File: config.mk
export PLATFORM = sky130hd
export DESIGN_NAME = coherence_ctrl
export DESIGN_NICKNAME = d
export VERILOG_FILES = /design/src/rtl/cpu_types_pkg.sv /design/src/rtl/rr_arbiter.sv /design/src/rtl/coherence_ctrl.sv
export SDC_FILE = /design/constraint.sdc
export NUM_CORES = 1
export LEC_CHECK = 0
export CAP_MARGIN = 20
export CORE_AREA = 2 2 144 146
export DETAILED_ROUTE_END_ITERATION = 6
export DIE_AREA = 0 0 146 148
export DONT_BUFFER_PORTS = 1
export PLACE_DENSITY = 0.3
export SLEW_MARGIN = 20
export SYNTH_ARGS = -nofsm -noshare
export SYNTH_HDL_FRONTEND = slang
export SYNTH_SLANG_ARGS = --single-unit
File: constraint.sdc
create_clock -name CLK -period 2.98 [get_ports CLK]
set_clock_uncertainty 0.1 [all_clocks]
set_input_delay 0.149 -clock CLK [delete_from_list [all_inputs] [get_ports CLK]]
set_output_delay 0.149 -clock CLK [all_outputs]
set_load 0.05 [all_outputs]
File: src/rtl/cpu_types_pkg.sv
// Shared CPU memory-side types plus the coherence controller state encoding.
// Types only; no latency and no flow control of its own.
package cpu_types_pkg;

  typedef logic [31:0] word_t;

  typedef enum logic [1:0] {
    FREE   = 2'd0,
    BUSY   = 2'd1,
    ACCESS = 2'd2,
    ERROR  = 2'd3
  } ramstate_t;

  typedef enum logic [2:0] {
    IDLE  = 3'd0,
    WB    = 3'd1,
    SNOOP = 3'd2,
    C2C   = 3'd3,
    RAMRD = 3'd4,
    INV   = 3'd5
  } cc_state_t;

endpackage

File: src/rtl/rr_arbiter.sv
// Two-way round-robin pick: a lone request wins, and a tie goes to the core that did not win last.
// Purely combinational; the grant is only meaningful while some request is high.
module rr_arbiter (
  input  logic [1:0] req,
  input  logic       last,
  output logic       grant
);

  always_comb begin
    grant = 1'b0;
    if (req == 2'b11) begin
      grant = ~last;
    end else if (req[1]) begin
      grant = 1'b1;
    end
  end

endmodule

File: src/rtl/coherence_ctrl.sv
// Bus-locking MSI snoop controller for two dcaches sharing one RAM port; outputs are combinational from state.
// A word completes in the cycle RAM reports ACCESS; every other RAM state keeps dwait high.
module coherence_ctrl
  import cpu_types_pkg::*;
#(
  parameter int CPUS = 2
) (
  input  logic                CLK,
  input  logic                nRST,
  input  logic [CPUS-1:0]     dREN,
  input  logic [CPUS-1:0]     dWEN,
  input  word_t [CPUS-1:0]    daddr,
  input  word_t [CPUS-1:0]    dstore,
  input  logic [CPUS-1:0]     cctrans,
  input  logic [CPUS-1:0]     ccwrite,
  output logic [CPUS-1:0]     dwait,
  output word_t [CPUS-1:0]    dload,
  output logic [CPUS-1:0]     ccwait,
  output logic [CPUS-1:0]     ccinv,
  output word_t [CPUS-1:0]    ccsnoopaddr,
  output word_t               ramaddr,
  output word_t               ramstore,
  output logic                ramREN,
  output logic                ramWEN,
  input  word_t               ramload,
  input  ramstate_t           ramstate
);

  cc_state_t       state_q, state_n;
  logic            grant_q, grant_n;
  logic            last_q, last_n;
  logic            pick;
  logic            r, s;
  logic            access;
  logic [CPUS-1:0] elig;

  assign r      = grant_q;
  assign s      = ~grant_q;
  assign access = (ramstate == ACCESS);
  assign elig   = dREN | dWEN | (cctrans & ccwrite);

  rr_arbiter u_arb (
    .req   (elig),
    .last  (last_q),
    .grant (pick)
  );

  always_ff @(posedge CLK or negedge nRST) begin
    if (!nRST) begin
      state_q <= IDLE;
      grant_q <= 1'b0;
      last_q  <= 1'b1;
    end else begin
      state_q <= state_n;
      grant_q <= grant_n;
      last_q  <= last_n;
    end
  end

  always_comb begin
    state_n     = state_q;
    grant_n     = grant_q;
    last_n      = last_q;
    dwait       = '1;
    dload       = '0;
    ccwait      = '0;
    ccinv       = '0;
    ccsnoopaddr = '0;
    ramREN      = 1'b0;
    ramWEN      = 1'b0;
    ramaddr     = '0;
    ramstore    = '0;

    case (state_q)
      IDLE: begin
        if (|elig) begin
          grant_n = pick;
          last_n  = pick;
          if (dWEN[pick])      state_n = WB;
          else if (dREN[pick]) state_n = SNOOP;
          else                 state_n = INV;
        end
      end

      // The write strobe follows dWEN so the release cycle cannot commit a stale word.
      WB: begin
        if (dWEN[r]) begin
          ramWEN   = 1'b1;
          ramaddr  = daddr[r];
          ramstore = dstore[r];
          if (access) dwait[r] = 1'b0;
        end else begin
          state_n = IDLE;
        end
      end

      SNOOP: begin
        ccwait[s]      = 1'b1;
        ccinv[s]       = ccwrite[r];
        ccsnoopaddr[s] = {daddr[r][31:3], 3'b000};
        if (cctrans[s]) state_n = ccwrite[s] ? C2C : RAMRD;
      end

      // Dirty line: the snooper feeds the requester and RAM in the same cycle.
      C2C: begin
        ccwait[s] = 1'b1;
        if (dREN[r]) begin
          dload[r] = dstore[s];
          ramWEN   = 1'b1;
          ramaddr  = daddr[s];
          ramstore = dstore[s];
          if (access) begin
            dwait[r] = 1'b0;
            dwait[s] = 1'b0;
            if (daddr[r][2]) state_n = IDLE;
          end
        end else begin
          state_n = IDLE;
        end
      end

      RAMRD: begin
        if (dREN[r]) begin
          ramREN   = 1'b1;
          ramaddr  = daddr[r];
          dload[r] = ramload;
          if (access) begin
            dwait[r] = 1'b0;
            if (daddr[r][2]) state_n = IDLE;
          end
        end else begin
          state_n = IDLE;
        end
      end

      INV: begin
        ccwait[s]      = 1'b1;
        ccinv[s]       = 1'b1;
        ccsnoopaddr[s] = daddr[r];
        if (cctrans[s]) state_n = IDLE;
      end

      default: state_n = IDLE;
    endcase
  end

endmodule

==> results.md <==
- Sequential share of the synthesized area: 0.0386
- CP Capture Type: output pin
- DRT iter0 DRCs: 265
- Status: finished with violations
- Post-layout util: 0.269
- Drt wl/cell: 19.9 um
- Port bufs: 0
- H-tree depth: 1
- Maximum number of pins on one net before global-route repair: 65
- Post-DP HPWL: 15500 um
- PwrDens: 1120 nW/um^2
- WL final: 19200 um
- CP required: 2.73 ns
- Root Buffer Master: clkbuf_16
- CTS tree: yes
- Final setup fails: 0
- Initial antenna violation count: 0
- Fmax: 369 MHz
- DR pass1 iterations: 7
- Worst r2r dst: state_q[2]
- Global route overflow: 0
- Commonest non-fill, non-tap cell in the layout: buf_4
- Syn nets: 713
- Starting Density: 0.163
- Synthesized area per cell: 6.05 um^2
- Hold endpoint: last_q
- WHS Path Cells: 3
- Share of layout cells above drive strength 1: 0.325
- Fin crit share: 0.909
- Vias/cell: 5.23
- Via count: 5032
- Clock Sinks: 5
- R2R depth: 5
- Hold Startpoint: dWEN[0]
- CTS resizes: 0
- #FFs+latches synth: 5
- CTS buffer count: 3
- Area delta synth->final: 65.1%
- Synth area leader: a21oi_1
- Primary FF master, synth: dfrtp_1
- Setup TNS: 0 ns
- Clock Path Buffers: 2
- Die area: 21600 um^2
- Post-synth EDFFs: 0
- Slew @ Worst Pin: 0.635 ns
- Post-route ant nets: 0
- Worst-Skew Late Latency: 0.23 ns
- Floorplan core area: 20000 um^2
- Cell variety after synth: 47
- Post-Synthesis Cells: 541
- Nets: 866
- Max VDD drop: 0.415 mV
- Element type at the critical path start: flip-flop
- Num rows: 52
- RSZ-0062 raised after global routing: no
- Final hold violation count: 0
- GPL Wtd Cong: 0.892
- Tmin final: 2.71 ns
- Diode count: 0
- Yosys warns: 0
- Horiz. Die Dim: 146 um
- DRC viols: 5
- Synthesized area: 3270 um^2
- R2r setup slk: 0.71 ns
- First-pass GRT wire length: 27900 um
- Vias in the first global route: 4708
- Leak: 2.27 nW
- Ys async rst share: 1.00
- Pins Over Slew Limit: 0
- Arrival time at the worst endpoint: 2.46 ns
- Slew margin rel.: 0.576
- Worst r2r src: state_q[1]
- GRT Total Usage: 0.161
- Failing checks: DRC
- Setup CP Type: flip-flop to output pin
- Most frequent cells in the layout: buf_4, nand2_1, a21oi_1, and2_1, a22oi_1
- Ports: 372
- Synth top area share: 0.159
- Die height: 148 um
- Top cells by area, synth: a21oi_1, and2_1, nand2_1
- Reg clk slew, reported paths: 0.03 ns
- Worst-path fanout max: 58
- Worst min path class: input port to flip-flop
- Max_cap viols: 0
-- final cells by class --
| cell class | count | area (um^2) |
|---|---|---|
| clock buffers | 4 | 78.8 |
| fillers | 2227 | 14600 |
| inverters | 19 | 71.3 |
| flip-flops and latches | 5 | 130 |
| repair buffers | 210 | 1980 |
| multi-input cells | 455 | 2800 |
| well taps | 270 | 338 |
-- critical path, cell delays in order (launching register included) --
cell      delay, ns
dfrtp_1        0.68
and3b_1        0.32
a21boi_4       0.24
buf_12         0.26
a22oi_1        0.13
a21oi_1        0.32
buf_4          0.26
-- state kept, by name (all words and copies together) (netlist names) --
register  count
state_q       3
last_q        1
grant_q       1
-- cells by family after synthesis --
group           share of synthesized area
buf+inv                             0.114
flops                              0.0386
compound gates                      0.518
mux                                0.0199
simple gates                        0.309
-- routing by layer --
layer | vias up | GRT usage | part of all wire
met5 | - | 0 | 0
met4 | 0 | 0.0549 | 0.034
met3 | 37 | 0.0330 | 0.088
met2 | 311 | 0.312 | 0.53
met1 | 2364 | 0.172 | 0.35
li1 | 2320 | - | -
-- synth_stat cells (all sizes together) (2+ instances only) --
| cell | instances |
|---|---|
| a211oi | 2 |
| a21boi | 3 |
| a21oi | 104 |
| a221oi | 32 |
| a222oi | 18 |
| a22o | 32 |
| a22oi | 34 |
| and2 | 64 |
| and3 | 3 |
| and3b | 2 |
| buf | 32 |
| clkbuf | 30 |
| dfrtp | 4 |
| inv | 19 |
| mux2 | 4 |
| mux2i | 2 |
| nand2 | 104 |
| nand2b | 5 |
| nor2 | 10 |
| nor2b | 6 |
| nor3 | 3 |
| nor3b | 2 |
| o21a | 4 |
| o21ai | 7 |
| o21bai | 2 |
| or2 | 2 |
-- where the power goes --
| part | switching [mW] | internal, mW |
|---|---|---|
| sequential | 0.0779 | 0.110 |
| clock | 0.0412 | 0.177 |
| combinational | 3.83 | 1.80 |
| total | 3.95 | 2.09 |
-- how the worst max path moves through the flow --
stage                    start     endpoint  cells past startpoint  slack (ns)
detailed placement  state_q[1]  ramaddr[18]                      6        0.54
finish              state_q[1]  ramaddr[18]                      6        0.27
global route        state_q[1]  ramaddr[18]                      6        0.13
global placement    state_q[1]  ramaddr[18]                      6        0.60
CTS                 state_q[1]  ramaddr[18]                      6        0.30
floorplan           state_q[0]   ramaddr[0]                      8        0.03
-- repair_timing --
action / CTS / global route
endpoints found under the hold margin: 5 / 0
buffers inserted: 0 / 0
hold buffers: 1 / 0
-- through the flow --
step           setup WS (ns)  cells  area (um^2)  hold slack [ns]  power, mW
2_1_floorplan         0.0300    541         3270           -0.247       4.08
3_3_place_gp           0.603    958         5310           -0.246       5.84
3_5_place_dp           0.543    958         5310           -0.246       5.88
4_1_cts                0.303    963         5400           0.0739       6.11
5_1_grt                0.129    963         5400            0.112       6.37
6_report               0.271    963         5400           0.0802       6.04
Note: power is estimated with default switching activity, not from simulation.
